## src/rtl/spi_pkg.sv

```systemverilog
// Shared types and helpers for the SPI transfer sequencer.
//   xfer_state_t : sequencer FSM states
//   SPI_DATA_W   : default SPI word width
//   bit_cnt_w()  : width of a counter that must hold 0..data_w
package spi_pkg;

  localparam int unsigned SPI_DATA_W = 8;

  typedef enum logic [2:0] {
    IDLE,
    LOAD,
    SETUP,
    SHIFT,
    PUSH,
    NEXT,
    GAP
  } xfer_state_t;

  function automatic int unsigned bit_cnt_w(input int unsigned data_w);
    return $clog2(data_w + 1);
  endfunction

endpackage

```

## src/rtl/spi_clk_gen.sv

```systemverilog
// SCLK half-period generator.
// While run_i is high a counter steps 0..CLK_DIV-1 and tick_o pulses for one
// cycle on the last count. When toggle_i is also high the tick flips sclk_o,
// and rise_o / fall_o flag which kind of edge that tick produces.
// Ports:
//   clk_i, rst_i      : clock, synchronous active-high reset
//   run_i             : counter runs (counter held at 0 otherwise)
//   toggle_i          : ticks toggle sclk_o
//   tick_o            : one-cycle pulse every CLK_DIV running cycles
//   rise_o, fall_o    : tick that drives sclk_o 0->1 / 1->0
//   sclk_o            : registered SPI clock level
module spi_clk_gen #(
  parameter int unsigned CLK_DIV = 4
) (
  input  logic clk_i,
  input  logic rst_i,
  input  logic run_i,
  input  logic toggle_i,
  output logic tick_o,
  output logic rise_o,
  output logic fall_o,
  output logic sclk_o
);

  localparam int unsigned DivW = (CLK_DIV > 1) ? $clog2(CLK_DIV) : 1;
  localparam logic [DivW-1:0] CntMax = DivW'(CLK_DIV - 1);

  logic [DivW-1:0] cnt_q, cnt_d;
  logic            sclk_q, sclk_d;

  always_comb begin
    tick_o = run_i && (cnt_q == CntMax);
    rise_o = tick_o && toggle_i && !sclk_q;
    fall_o = tick_o && toggle_i && sclk_q;
    cnt_d  = (!run_i || tick_o) ? '0 : cnt_q + 1'b1;
    sclk_d = sclk_q ^ (tick_o && toggle_i);
  end

  always_ff @(posedge clk_i) begin
    if (rst_i) begin
      cnt_q  <= '0;
      sclk_q <= 1'b0;
    end else begin
      cnt_q  <= cnt_d;
      sclk_q <= sclk_d;
    end
  end

  assign sclk_o = sclk_q;

endmodule

```

## src/rtl/spi_xfer_ctrl.sv

```systemverilog
// SPI mode-0 transfer sequencer between TX FIFO, SPI pins and RX FIFO.
// Pops a word from the TX FIFO, shifts it out on mosi while sampling miso,
// pushes the received word into the RX FIFO, and keeps cs_n low across
// back-to-back words while enable is high and TX data remains.
// Optional build macro SPI_LSB_FIRST_EN adds the lsb_first input (sampled when
// a word is loaded); without it words are always MSB-first.
// Ports:
//   clk, rst                 : clock, synchronous active-high reset
//   enable                   : allow bursts to start/continue
//   tx_empty, tx_rd_en,
//   tx_rd_data               : TX FIFO side (data valid cycle after tx_rd_en)
//   rx_full, rx_wr_en,
//   rx_wr_data               : RX FIFO side
//   sclk, mosi, miso, cs_n   : SPI pins (miso already synchronised)
//   busy                     : sequencer not in IDLE
module spi_xfer_ctrl
  import spi_pkg::*;
#(
  parameter int unsigned DATA_W  = SPI_DATA_W,
  parameter int unsigned CLK_DIV = 4,
  parameter int unsigned CS_GAP  = 2
) (
  input  logic              clk,
  input  logic              rst,
  input  logic              enable,
  input  logic              tx_empty,
  output logic              tx_rd_en,
  input  logic [DATA_W-1:0] tx_rd_data,
  input  logic              rx_full,
  output logic              rx_wr_en,
  output logic [DATA_W-1:0] rx_wr_data,
  output logic              sclk,
  output logic              mosi,
  input  logic              miso,
  output logic              cs_n,
  output logic              busy
`ifdef SPI_LSB_FIRST_EN
  ,
  input  logic              lsb_first
`endif
);

  localparam int unsigned   CntW    = bit_cnt_w(DATA_W);
  localparam logic [CntW-1:0] LastBit = CntW'(DATA_W - 1);
  localparam int unsigned   GapW    = $clog2(CS_GAP + 1);
  localparam logic [GapW-1:0] GapLast = GapW'(CS_GAP - 1);

  xfer_state_t       state_q, state_d;
  logic [DATA_W-1:0] sh_q, sh_d;
  logic [CntW-1:0]   bit_cnt_q, bit_cnt_d;
  logic [GapW-1:0]   gap_cnt_q, gap_cnt_d;
  logic              first_q, first_d;
  logic              lsb_q, lsb_d;
  logic              tx_rd_en_q, tx_rd_en_d;
  logic              rx_wr_en_q, rx_wr_en_d;
  logic [DATA_W-1:0] rx_wr_data_q, rx_wr_data_d;
  logic              mosi_q, mosi_d;
  logic              cs_n_q, cs_n_d;
  logic              busy_q, busy_d;

  logic lsb_in;
  logic tick, rise, fall;

`ifdef SPI_LSB_FIRST_EN
  assign lsb_in = lsb_first;
`else
  assign lsb_in = 1'b0;
`endif

  spi_clk_gen #(
    .CLK_DIV(CLK_DIV)
  ) u_clk_gen (
    .clk_i   (clk),
    .rst_i   (rst),
    .run_i   ((state_q == SETUP) || (state_q == SHIFT)),
    .toggle_i(state_q == SHIFT),
    .tick_o  (tick),
    .rise_o  (rise),
    .fall_o  (fall),
    .sclk_o  (sclk)
  );

  always_comb begin
    state_d      = state_q;
    sh_d         = sh_q;
    bit_cnt_d    = bit_cnt_q;
    gap_cnt_d    = gap_cnt_q;
    first_d      = first_q;
    lsb_d        = lsb_q;
    tx_rd_en_d   = 1'b0;
    rx_wr_en_d   = 1'b0;
    rx_wr_data_d = rx_wr_data_q;
    mosi_d       = mosi_q;
    cs_n_d       = cs_n_q;

    unique case (state_q)
      IDLE: begin
        if (enable && !tx_empty) begin
          tx_rd_en_d = 1'b1;
          first_d    = 1'b1;
          state_d    = LOAD;
        end
      end
      LOAD: begin
        // First LOAD cycle carries the read pulse; FIFO data is valid in the next one.
        if (!tx_rd_en_q) begin
          sh_d      = tx_rd_data;
          lsb_d     = lsb_in;
          mosi_d    = lsb_in ? tx_rd_data[0] : tx_rd_data[DATA_W-1];
          cs_n_d    = 1'b0;
          bit_cnt_d = '0;
          state_d   = first_q ? SETUP : SHIFT;
        end
      end
      SETUP: begin
        if (tick) state_d = SHIFT;
      end
      SHIFT: begin
        if (rise) begin
          sh_d = lsb_q ? {miso, sh_q[DATA_W-1:1]} : {sh_q[DATA_W-2:0], miso};
        end else if (fall) begin
          if (bit_cnt_q == LastBit) begin
            bit_cnt_d = '0;
            state_d   = PUSH;
          end else begin
            bit_cnt_d = bit_cnt_q + 1'b1;
            mosi_d    = lsb_q ? sh_q[0] : sh_q[DATA_W-1];
          end
        end
      end
      PUSH: begin
        if (!rx_full) begin
          rx_wr_en_d   = 1'b1;
          rx_wr_data_d = sh_q;
          state_d      = NEXT;
        end
      end
      NEXT: begin
        if (enable && !tx_empty) begin
          tx_rd_en_d = 1'b1;
          first_d    = 1'b0;
          state_d    = LOAD;
        end else begin
          cs_n_d    = 1'b1;
          gap_cnt_d = '0;
          state_d   = GAP;
        end
      end
      GAP: begin
        if (gap_cnt_q == GapLast) state_d = IDLE;
        else                      gap_cnt_d = gap_cnt_q + 1'b1;
      end
      default: state_d = IDLE;
    endcase

    busy_d = (state_d != IDLE);
  end

  always_ff @(posedge clk) begin
    if (rst) begin
      state_q      <= IDLE;
      sh_q         <= '0;
      bit_cnt_q    <= '0;
      gap_cnt_q    <= '0;
      first_q      <= 1'b0;
      lsb_q        <= 1'b0;
      tx_rd_en_q   <= 1'b0;
      rx_wr_en_q   <= 1'b0;
      rx_wr_data_q <= '0;
      mosi_q       <= 1'b0;
      cs_n_q       <= 1'b1;
      busy_q       <= 1'b0;
    end else begin
      state_q      <= state_d;
      sh_q         <= sh_d;
      bit_cnt_q    <= bit_cnt_d;
      gap_cnt_q    <= gap_cnt_d;
      first_q      <= first_d;
      lsb_q        <= lsb_d;
      tx_rd_en_q   <= tx_rd_en_d;
      rx_wr_en_q   <= rx_wr_en_d;
      rx_wr_data_q <= rx_wr_data_d;
      mosi_q       <= mosi_d;
      cs_n_q       <= cs_n_d;
      busy_q       <= busy_d;
    end
  end

  assign tx_rd_en   = tx_rd_en_q;
  assign rx_wr_en   = rx_wr_en_q;
  assign rx_wr_data = rx_wr_data_q;
  assign mosi       = mosi_q;
  assign cs_n       = cs_n_q;
  assign busy       = busy_q;

endmodule
```

## config.mk

```make
export PLATFORM = sky130hd
export DESIGN_NAME = spi_xfer_ctrl
export DESIGN_NICKNAME = d
export VERILOG_FILES = /design/src/rtl/spi_pkg.sv /design/src/rtl/spi_clk_gen.sv /design/src/rtl/spi_xfer_ctrl.sv
export SDC_FILE = /design/constraint.sdc
export NUM_CORES = 1
export LEC_CHECK = 0
export CORE_UTILIZATION = 25
export DETAILED_ROUTE_END_ITERATION = 8
export GPL_ROUTABILITY_DRIVEN = 0
export GPL_TIMING_DRIVEN = 0
export PLACE_DENSITY_LB_ADDON = 0.08
export SETUP_SLACK_MARGIN = 0.4
export SLEW_MARGIN = 10
export SYNTH_ARGS = -nofsm -noshare
export SYNTH_HDL_FRONTEND = slang
export SYNTH_SLANG_ARGS = --single-unit
```

## constraint.sdc

```tcl
create_clock -name clk -period 5.49 [get_ports clk]
set_clock_uncertainty 0.15 [all_clocks]
set_input_delay 1.098 -clock clk [delete_from_list [all_inputs] [get_ports clk]]
set_output_delay 1.098 -clock clk [all_outputs]
set_load 0.01 [all_outputs]
```

==> impl_metrics.toml <==
[timing]
fin_crit_ns = 2.67
setup_tns_ns = 0
slew_headroom = 0.582
max_freq_ghz = 0.375
hold_violations = 0
setup_viol = 0
tightestPinTransition_ns = 0.627
rsz0062_at_grt = "no"
worst_hold_slack_ns = 0.277
slew_violations = 0
period_share = 0.486

[floorplan]
core_mm2 = 0.00631
initial_core_util = 0.258
io_pins = 28
die_area_mm2 = 0.00685
die_w_um = 82.8
core.rowCount = 29
die_y_um = 82.8

[worst_setup_path]
critPathMaxFanout = 10
r2r_setup_slack_ns = 2.82
required_ns = 5.56
worstPathCellList = "buf_4 -> and3b_1 -> buf_4 -> and2_1 -> ha_1 -> nor2b_1 -> nand4_1 -> or4_1 -> a21oi_1"
critPathTopFamily = "simple AND/OR/NAND/NOR gates"
cp_slowest_stage_delay_ns = 0.47
cp.buffers_inverters = 2
critPathCaptureType = "register"
cp-start-kind = "register"
reg2reg_depth = 9
critPathSlowestCell = "dfxtp_1"
path_class = "reg -> reg"
regToRegEndpoint = "bit_cnt_q[3]"
r2r_start = "state_q[0]"
crit_top_cell = "buf_4"
worstPathArrival_ns = 2.74

[layout]
drive_above_1_share = 0.0917
nets = 247
diodes = 0
layout_common_cells = "37 x nand2_1, 34 x dfxtp_1, 27 x clkdlybuf4s50_1"
nFillCells = 686
final_common_cell = "nand2_1"
utilization = 0.331
final_area_mm2 = 0.00209
areaGrowthSynthToFinish_pct = 28.1

[logic_synthesis]
synth_xor_xnor_area_share = 0.00537
synth_cell_types = 46
synthFlopType = "dfxtp_1"
synthMuxAreaShare = 0
async_flop_share = 0
synth_top_family_by_area = "simple AND/OR/NAND/NOR gates"
synthSimpleGateAreaFrac = 0.285
synth_adder_area_share = 0.0384
netlist_top_cells_area = "dfxtp_1 42%, nand2_1 8.5%, a21oi_1 5.2%"
syn-num-nets = 213
synth.largest_area_cell = "dfxtp_1"
synth_edf_count = 0
postSynthAreaPerCell_um2 = 8.40
synth_compound_area_frac = 0.204
syn_area_mm2 = 0.00163
seq_area_frac_synth = 0.417
synth_cells = 194
yosysWarnings = 0
netlist.area_leader.share = 0.417
synth_seq_cells = 34

[placement]
dp_hpwl_um = 2920
port_buffers = 27
dpl_cell_area_mm2 = 0.00200

[cts]
cts.sinks = 34
cts_setup_buffers = 0
clkTransAtPathRegs_ns = 0.07
htree_levels = 2
insertion_delay_ns = 0.29
numCtsBuffers = 5
root_buffer = "clkbuf_8"
postCtsHoldBufs = 0
postCtsResizedCells = 0
cts_tree = "yes"
clockBufferDepth = 2

[routing]
drc = 0
ant_nets = 0
via_per_inst = 4.76
via_count = 1458
drt_iter0_drc = 87
wirelength_um = 4210
post_drt_wl_per_cell_um = 13.8
dr.pass1.iters = 4

[power]
ir_drop_v = 0.000132
total_power_w = 0.000562
power_density_mw_per_mm2 = 269
p_leak_nw = 0.739

[min_path]
hp-class = "reg -> reg"
worstHoldStart = "u_clk_gen.cnt_q[0]"
hold_depth = 1
min_to = "u_clk_gen.cnt_q[0]"

[grt]
grt_pass1_wl_um = 6760
track_usage = 0.138
grt_start_max_net_pins = 11
grt_pass1_vias = 1323
antenna_found_initial = 0
grt-ovfl-total = 0

[flow_run]
cap_violations = 0

[run_status]
status = "completed"
state kept, by name, summed over array words and instances, names as in the netlist, 2 cells and up:
name / cells
bit_cnt_q: 4
state_q: 3
sh_q: 8
u_clk_gen.cnt_q: 2
gap_cnt_q: 2
rx_wr_data: 8
layout make-up:
class                   count  area [µm²]  share of cell area
repair buffers             27         270               0.129
plain buffers              11        61.3              0.0294
well taps                  77        96.3              0.0461
multi-input cells         144         870               0.416
flip-flops and latches     34         681               0.326
clock inverters             1        5.00             0.00240
clock buffers               7        86.3              0.0413
inverters                   5        18.8             0.00899
cells in the mapped netlist, types with 3 or more instances:
cell type,count
o21ai_0,7
a21oi_1,17
nor2b_1,4
clkbuf_1,4
nand2b_1,7
a311oi_1,6
buf_2,4
dfxtp_1,34
nor2_1,17
inv_1,4
nand2_1,37
or3_1,3
and2_1,3
ha_1,5
stage by stage:
| stage | std cells | setup slack, ns |
|---|---|---|
| 2_1_floorplan | 194 | 3.22 |
| 4_1_cts | 306 | 2.82 |
| 6_report | 306 | 2.82 |
| 3_3_place_gp | 298 | 2.65 |
| 5_1_grt | 306 | 2.60 |
| 3_5_place_dp | 298 | 2.67 |
routing by layer:
metal	vias to the layer above	part of all wire	routed length [µm]	track usage
li1	747	-	-	-
met1	674	0.50	2120	0.191
met2	33	0.45	1880	0.198
met3	4	0.044	185	0.0527
met4	0	0.0069	29	0.0362
met5	-	0	0	0
worst reg2reg max path: cells and delay by family (launching register included):
kind	cells	cell delay (ns)
AND/OR/NAND/NOR	5	1.25
flip-flops	1	0.47
buffers and inverters	2	0.43
adder cells (fa/ha/maj)	1	0.16
AO/OA/AOI/OAI	1	0.14
worst max-delay path by stage:
stage | start | slack (ns) | cells past startpoint | end
after floorplan | state_q[0] | 3.22 | 9 | busy
after global placement | tx_empty | 2.65 | 5 | busy
after detailed placement | tx_empty | 2.67 | 5 | busy
after CTS | state_q[0] | 2.82 | 9 | bit_cnt_q[3]
after global routing | state_q[0] | 2.60 | 9 | mosi
final | state_q[0] | 2.82 | 9 | bit_cnt_q[3]
power breakdown:
part / internal, W / switching [W] / leakage (nW)
Clock: 0.000101 / 0.0000941 / 0.0482
Combinational: 0.0000452 / 0.0000493 / 0.415
Sequential: 0.000261 / 0.0000111 / 0.276
Total: 0.000408 / 0.000155 / 0.739
logic make-up after synthesis:
logic type,count (synthesis)
AND/OR/NAND/NOR,90
AO/OA/AOI/OAI,48
flip-flops,34
buffers and inverters,16
adder cells (fa/ha/maj),5
XOR/XNOR,1
Note: power is estimated with default switching activity, not from simulation.
==> RTL change 1: new RTL, same settings <==
The option `SPI_LSB_FIRST_EN` is turned on by a define.
--- a/src/rtl/spi_xfer_ctrl.sv
+++ b/src/rtl/spi_xfer_ctrl.sv
@@ -13,6 +13,8 @@
 //   rx_wr_data               : RX FIFO side
 //   sclk, mosi, miso, cs_n   : SPI pins (miso already synchronised)
 //   busy                     : sequencer not in IDLE
+`define SPI_LSB_FIRST_EN
+
 module spi_xfer_ctrl
   import spi_pkg::*;
 #(
Interface: changed (added lsb_first); port bits go from 28 to 29. The function was not compared with the original's and may differ.
==> RTL change 1 against the unedited design <==
Wire length up 6.0%. Highest routed layer unchanged. Utilization up 0.072 points. First-iteration DRC count up 21%. Count of clock-buffer cells in the layout down 1. Worst setup slack worse by 0.076 ns. Cell area up 7.3%. Sequential cell count up 1. Largest cell class unchanged. Cell count up 4.9%. Worst hold slack better by 0.011 ns. Combinational power down 9.0%. Area after synthesis up 6.8%. Sequential share of layout area down 1.3 points. Total power up 7.5%.
==> RTL change 1: results (changes against the unedited design) <==
\begin{tabular}{lr}
\hline
Metric & Value \\
\hline
\multicolumn{2}{l}{\textbf{Status}} \\
\quad Result of the run & completed \\
\multicolumn{2}{l}{\textbf{Pwr}} \\
\quad P\_leak & 0.7861 nW (+6.4\%) \\
\quad Areal power density over the cells & 269.8 mW/mm\^{}2 (+0.19\%) \\
\multicolumn{2}{l}{\textbf{GRT}} \\
\quad Largest net degree at the start of global routing & 12 (+1) \\
\quad Met2 Track Usage GR & 0.2095 (+0.01109) \\
\multicolumn{2}{l}{\textbf{Cells and area}} \\
\quad Bufs w/o clock & 39 (+2.6\%) \\
\quad Multi-In Gates & 154 (+6.9\%) \\
\quad Fraction of area in clock buffers and inverters & 0.05251 (+0.008775) \\
\quad Layout Cells excl Fill & 321 (+4.9\%) \\
\quad Layout non-clock buf frac & 0.1559 (-0.002912) \\
\quad Share of the core filled with cells in the final layout & 0.3315 (+0.0007240) \\
\quad Share of the final layout cell area in sequential cells & 0.3128 (-0.01310) \\
\multicolumn{2}{l}{\textbf{Synth}} \\
\quad Commonest cells post-synth & 38 x sky130\_fd\_sc\_hd\_\_nor2\_1, 35 x sky130\_fd\_sc\_hd\_\_dfxtp\_1, 27 x sky130\_fd\_sc\_hd\_\_a21oi\_1 \\
\quad Synth unique cells & 40 (-13\%) \\
\quad Biggest area contributors in the synthesized netlist & sky130\_fd\_sc\_hd\_\_dfxtp\_1 40\%, sky130\_fd\_sc\_hd\_\_nor2\_1 8.2\%, sky130\_fd\_sc\_hd\_\_a21oi\_1 7.8\%, sky130\_fd\_sc\_hd\_\_mux2i\_1 6.3\%, sky130\_fd\_sc\_hd\_\_nand2\_1 5.0\% \\
\quad Share of the yosys chip area belonging to registers & 0.4023 (-0.01520) \\
\multicolumn{2}{l}{\textbf{Drt}} \\
\quad Met3 WL & 137 um (-26\%) \\
\quad DR vias & 1503 (+3.1\%) \\
\multicolumn{2}{l}{\textbf{Placed design}} \\
\quad Minimum setup slack after placement & 2.636 ns (-0.03347 ns) \\
\quad Half-perimeter wire length of the detailed placement result & 3279 um (+12\%) \\
\quad I/O Buffers & 28 (+3.7\%) \\
\multicolumn{2}{l}{\textbf{Critical path}} \\
\quad Arrival time of data at the critical path endpoint & 2.81 ns (+0.07 ns) \\
\quad Count of cells along the worst register-to-register path & 10 (+1) \\
\quad Register-to-register setup slack & 2.74 ns (-0.08 ns) \\
\multicolumn{2}{l}{\textbf{Timing}} \\
\quad Actual slew at the worst max-slew pin & 0.5891 ns (-0.03745 ns) \\
\multicolumn{2}{l}{\textbf{CTS}} \\
\quad Num Clock Sinks & 35 (+2.9\%) \\
\hline
\end{tabular}
-- RTL change 1: logic make-up (layout without fill, tap and decap cells) --
logic type | after synthesis | after routing | synth area share
AOI/OAI and AO/OA | 49 | 49 | 0.1832
adders and majority gates | 5 | 5 | 0.03592
buffers and inverters | 16 | 52 | 0.05029
DFF | 35 | 35 | 0.4023
muxes | 11 | 11 | 0.06322
and+or+nand+nor | 89 | 89 | 0.2651
-- RTL change 1: critical path: cells and delay by family, from the launching register on --
kind / cells / cell delay (ns)
buffers and inverters: 2 / 0.42
AND/OR/NAND/NOR: 4 / 1.04
flip-flops: 1 / 0.33
AO/OA/AOI/OAI: 3 / 0.57
adder cells (fa/ha/maj): 1 / 0.16
-- RTL change 1: power by group --
group | switching [mW] | leakage [nW] | internal [mW]
clock | 0.0975 | 0.0612 | 0.147
combinational | 0.0451 | 0.441 | 0.0409
sequential | 0.00937 | 0.284 | 0.264
total | 0.152 | 0.786 | 0.452
==> RTL change 2: new RTL, config.mk and constraints unchanged <==
Without the edit above. Compare `bit_cnt_q` against `LastBit` with >= in place of ==.
--- a/src/rtl/spi_xfer_ctrl.sv
+++ b/src/rtl/spi_xfer_ctrl.sv
@@ -119,7 +119,7 @@
         if (rise) begin
           sh_d = lsb_q ? {miso, sh_q[DATA_W-1:1]} : {sh_q[DATA_W-2:0], miso};
         end else if (fall) begin
-          if (bit_cnt_q == LastBit) begin
+          if (bit_cnt_q >= LastBit) begin
             bit_cnt_d = '0;
             state_d   = PUSH;
           end else begin
Formal check against the unedited RTL: no difference found for any inputs over 10 cycles, from zero or initial values and one cycle with rst high; that may be too few to reach the edited logic, so the function may still have changed.
==> RTL change 2 against the unedited design <==
Cell area down 0.54%. Die area is 1.6% lower. Worst setup slack improved by 0.10 ns. Utilization increased by 1.2 points. Sequential cell count is the same. Total power up 0.44%. Non-clock buffer count unchanged. Wire length is 11% lower. Area after synthesis fell by 1.7%. Critical path type is now in -> reg. Critical endpoint is now busy$_SDFF_PP0_.
==> RTL change 2: results (changes against the unedited design) <==
\begin{tabular}{lr}
\hline
Metric & Value \\
\hline
\multicolumn{2}{l}{\textbf{Cells and area}} \\
\quad Total of fill cells in the finished design & 657 (-4.2\%) \\
\quad Layout cell share with drive strength beyond 1 & 0.1106 (+0.01894) \\
\multicolumn{2}{l}{\textbf{Pwr}} \\
\quad Clock share of power & 0.382 (+0.035) \\
\quad Fraction of power consumed by combinational cells & 0.146 (-0.022) \\
\quad Maximum vdd ir drop & 0.0001168 V (-11\%) \\
\quad Final total power & 564.7 uW (+0.44\%) \\
\quad Net switching power figure & 138.1 uW (-11\%) \\
\quad P\_leak & 0.7738 nW (+4.7\%) \\
\multicolumn{2}{l}{\textbf{Status}} \\
\quad Result of the run & completed \\
\multicolumn{2}{l}{\textbf{Synth}} \\
\quad Share of the yosys chip area belonging to registers & 0.4247 (+0.007170) \\
\quad Biggest area contributors in the synthesized netlist & sky130\_fd\_sc\_hd\_\_dfxtp\_1 42\%, sky130\_fd\_sc\_hd\_\_a21oi\_1 11\%, sky130\_fd\_sc\_hd\_\_nand2\_1 8.7\%, sky130\_fd\_sc\_hd\_\_nor2\_1 5.6\%, sky130\_fd\_sc\_hd\_\_ha\_1 3.9\% \\
\quad Synth unique cells & 38 (-17\%) \\
\quad Fraction of synthesized cell area in xor and xnor cells & 0 (-0.005372) \\
\quad Number of nets produced by synthesis & 219 (+2.8\%) \\
\quad Post-synthesis mux area share & 0.006245 (+0.006245) \\
\quad Commonest cells post-synth & 37 x sky130\_fd\_sc\_hd\_\_nand2\_1, 35 x sky130\_fd\_sc\_hd\_\_a21oi\_1, 34 x sky130\_fd\_sc\_hd\_\_dfxtp\_1 \\
\multicolumn{2}{l}{\textbf{GRT}} \\
\quad Met2 Track Usage GR & 0.1826 (-0.01572) \\
\quad Met1 track utilization from global routing & 0.1800 (-0.01114) \\
\quad Met3 capacity usage during global routing & 0.03778 (-0.01497) \\
\quad First-pass GRT wire length & 6354 um (-6.0\%) \\
\multicolumn{2}{l}{\textbf{Critical path}} \\
\quad CP max FO & 4 (-6) \\
\quad Arrival time of data at the critical path endpoint & 2.59 ns (-0.15 ns) \\
\quad CP top delay family & compound AO/OA/AOI/OAI gates \\
\multicolumn{2}{l}{\textbf{Drt}} \\
\quad Met3 WL & 140 um (-24\%) \\
\quad Initial detailed-routing violation count & 47 (-46\%) \\
\multicolumn{2}{l}{\textbf{Placed design}} \\
\quad Dpl cell area & 0.001967 mm\^{}2 (-1.5\%) \\
\hline
\end{tabular}
==> RTL change 2: final timing paths <==
check,from,end,slack (ns),cells past startpoint
setup reg to reg,state_q[1]$_SDFF_PP0_,bit_cnt_q[2]$_SDFFE_PP0P_,2.98,11
setup / recovery,enable,busy$_SDFF_PP0_,2.92,6
hold / removal,u_clk_gen.cnt_q[0]$_SDFF_PP0_,u_clk_gen.cnt_q[0]$_SDFF_PP0_,0.28,1
hold reg to reg,u_clk_gen.cnt_q[0]$_SDFF_PP0_,u_clk_gen.cnt_q[0]$_SDFF_PP0_,0.28,1
==> RTL change 2: layout make-up <==
type / count / area, um^2 / area share
inverter: 6 / 22.52 / 0.01084
sequential: 34 / 680.7 / 0.3277
timing repair buffer: 27 / 270.3 / 0.1301
tap: 75 / 93.84 / 0.04518
multi-input combinational: 149 / 824.5 / 0.3970
clock buffer: 8 / 110.1 / 0.05301
buffer: 11 / 75.07 / 0.03614
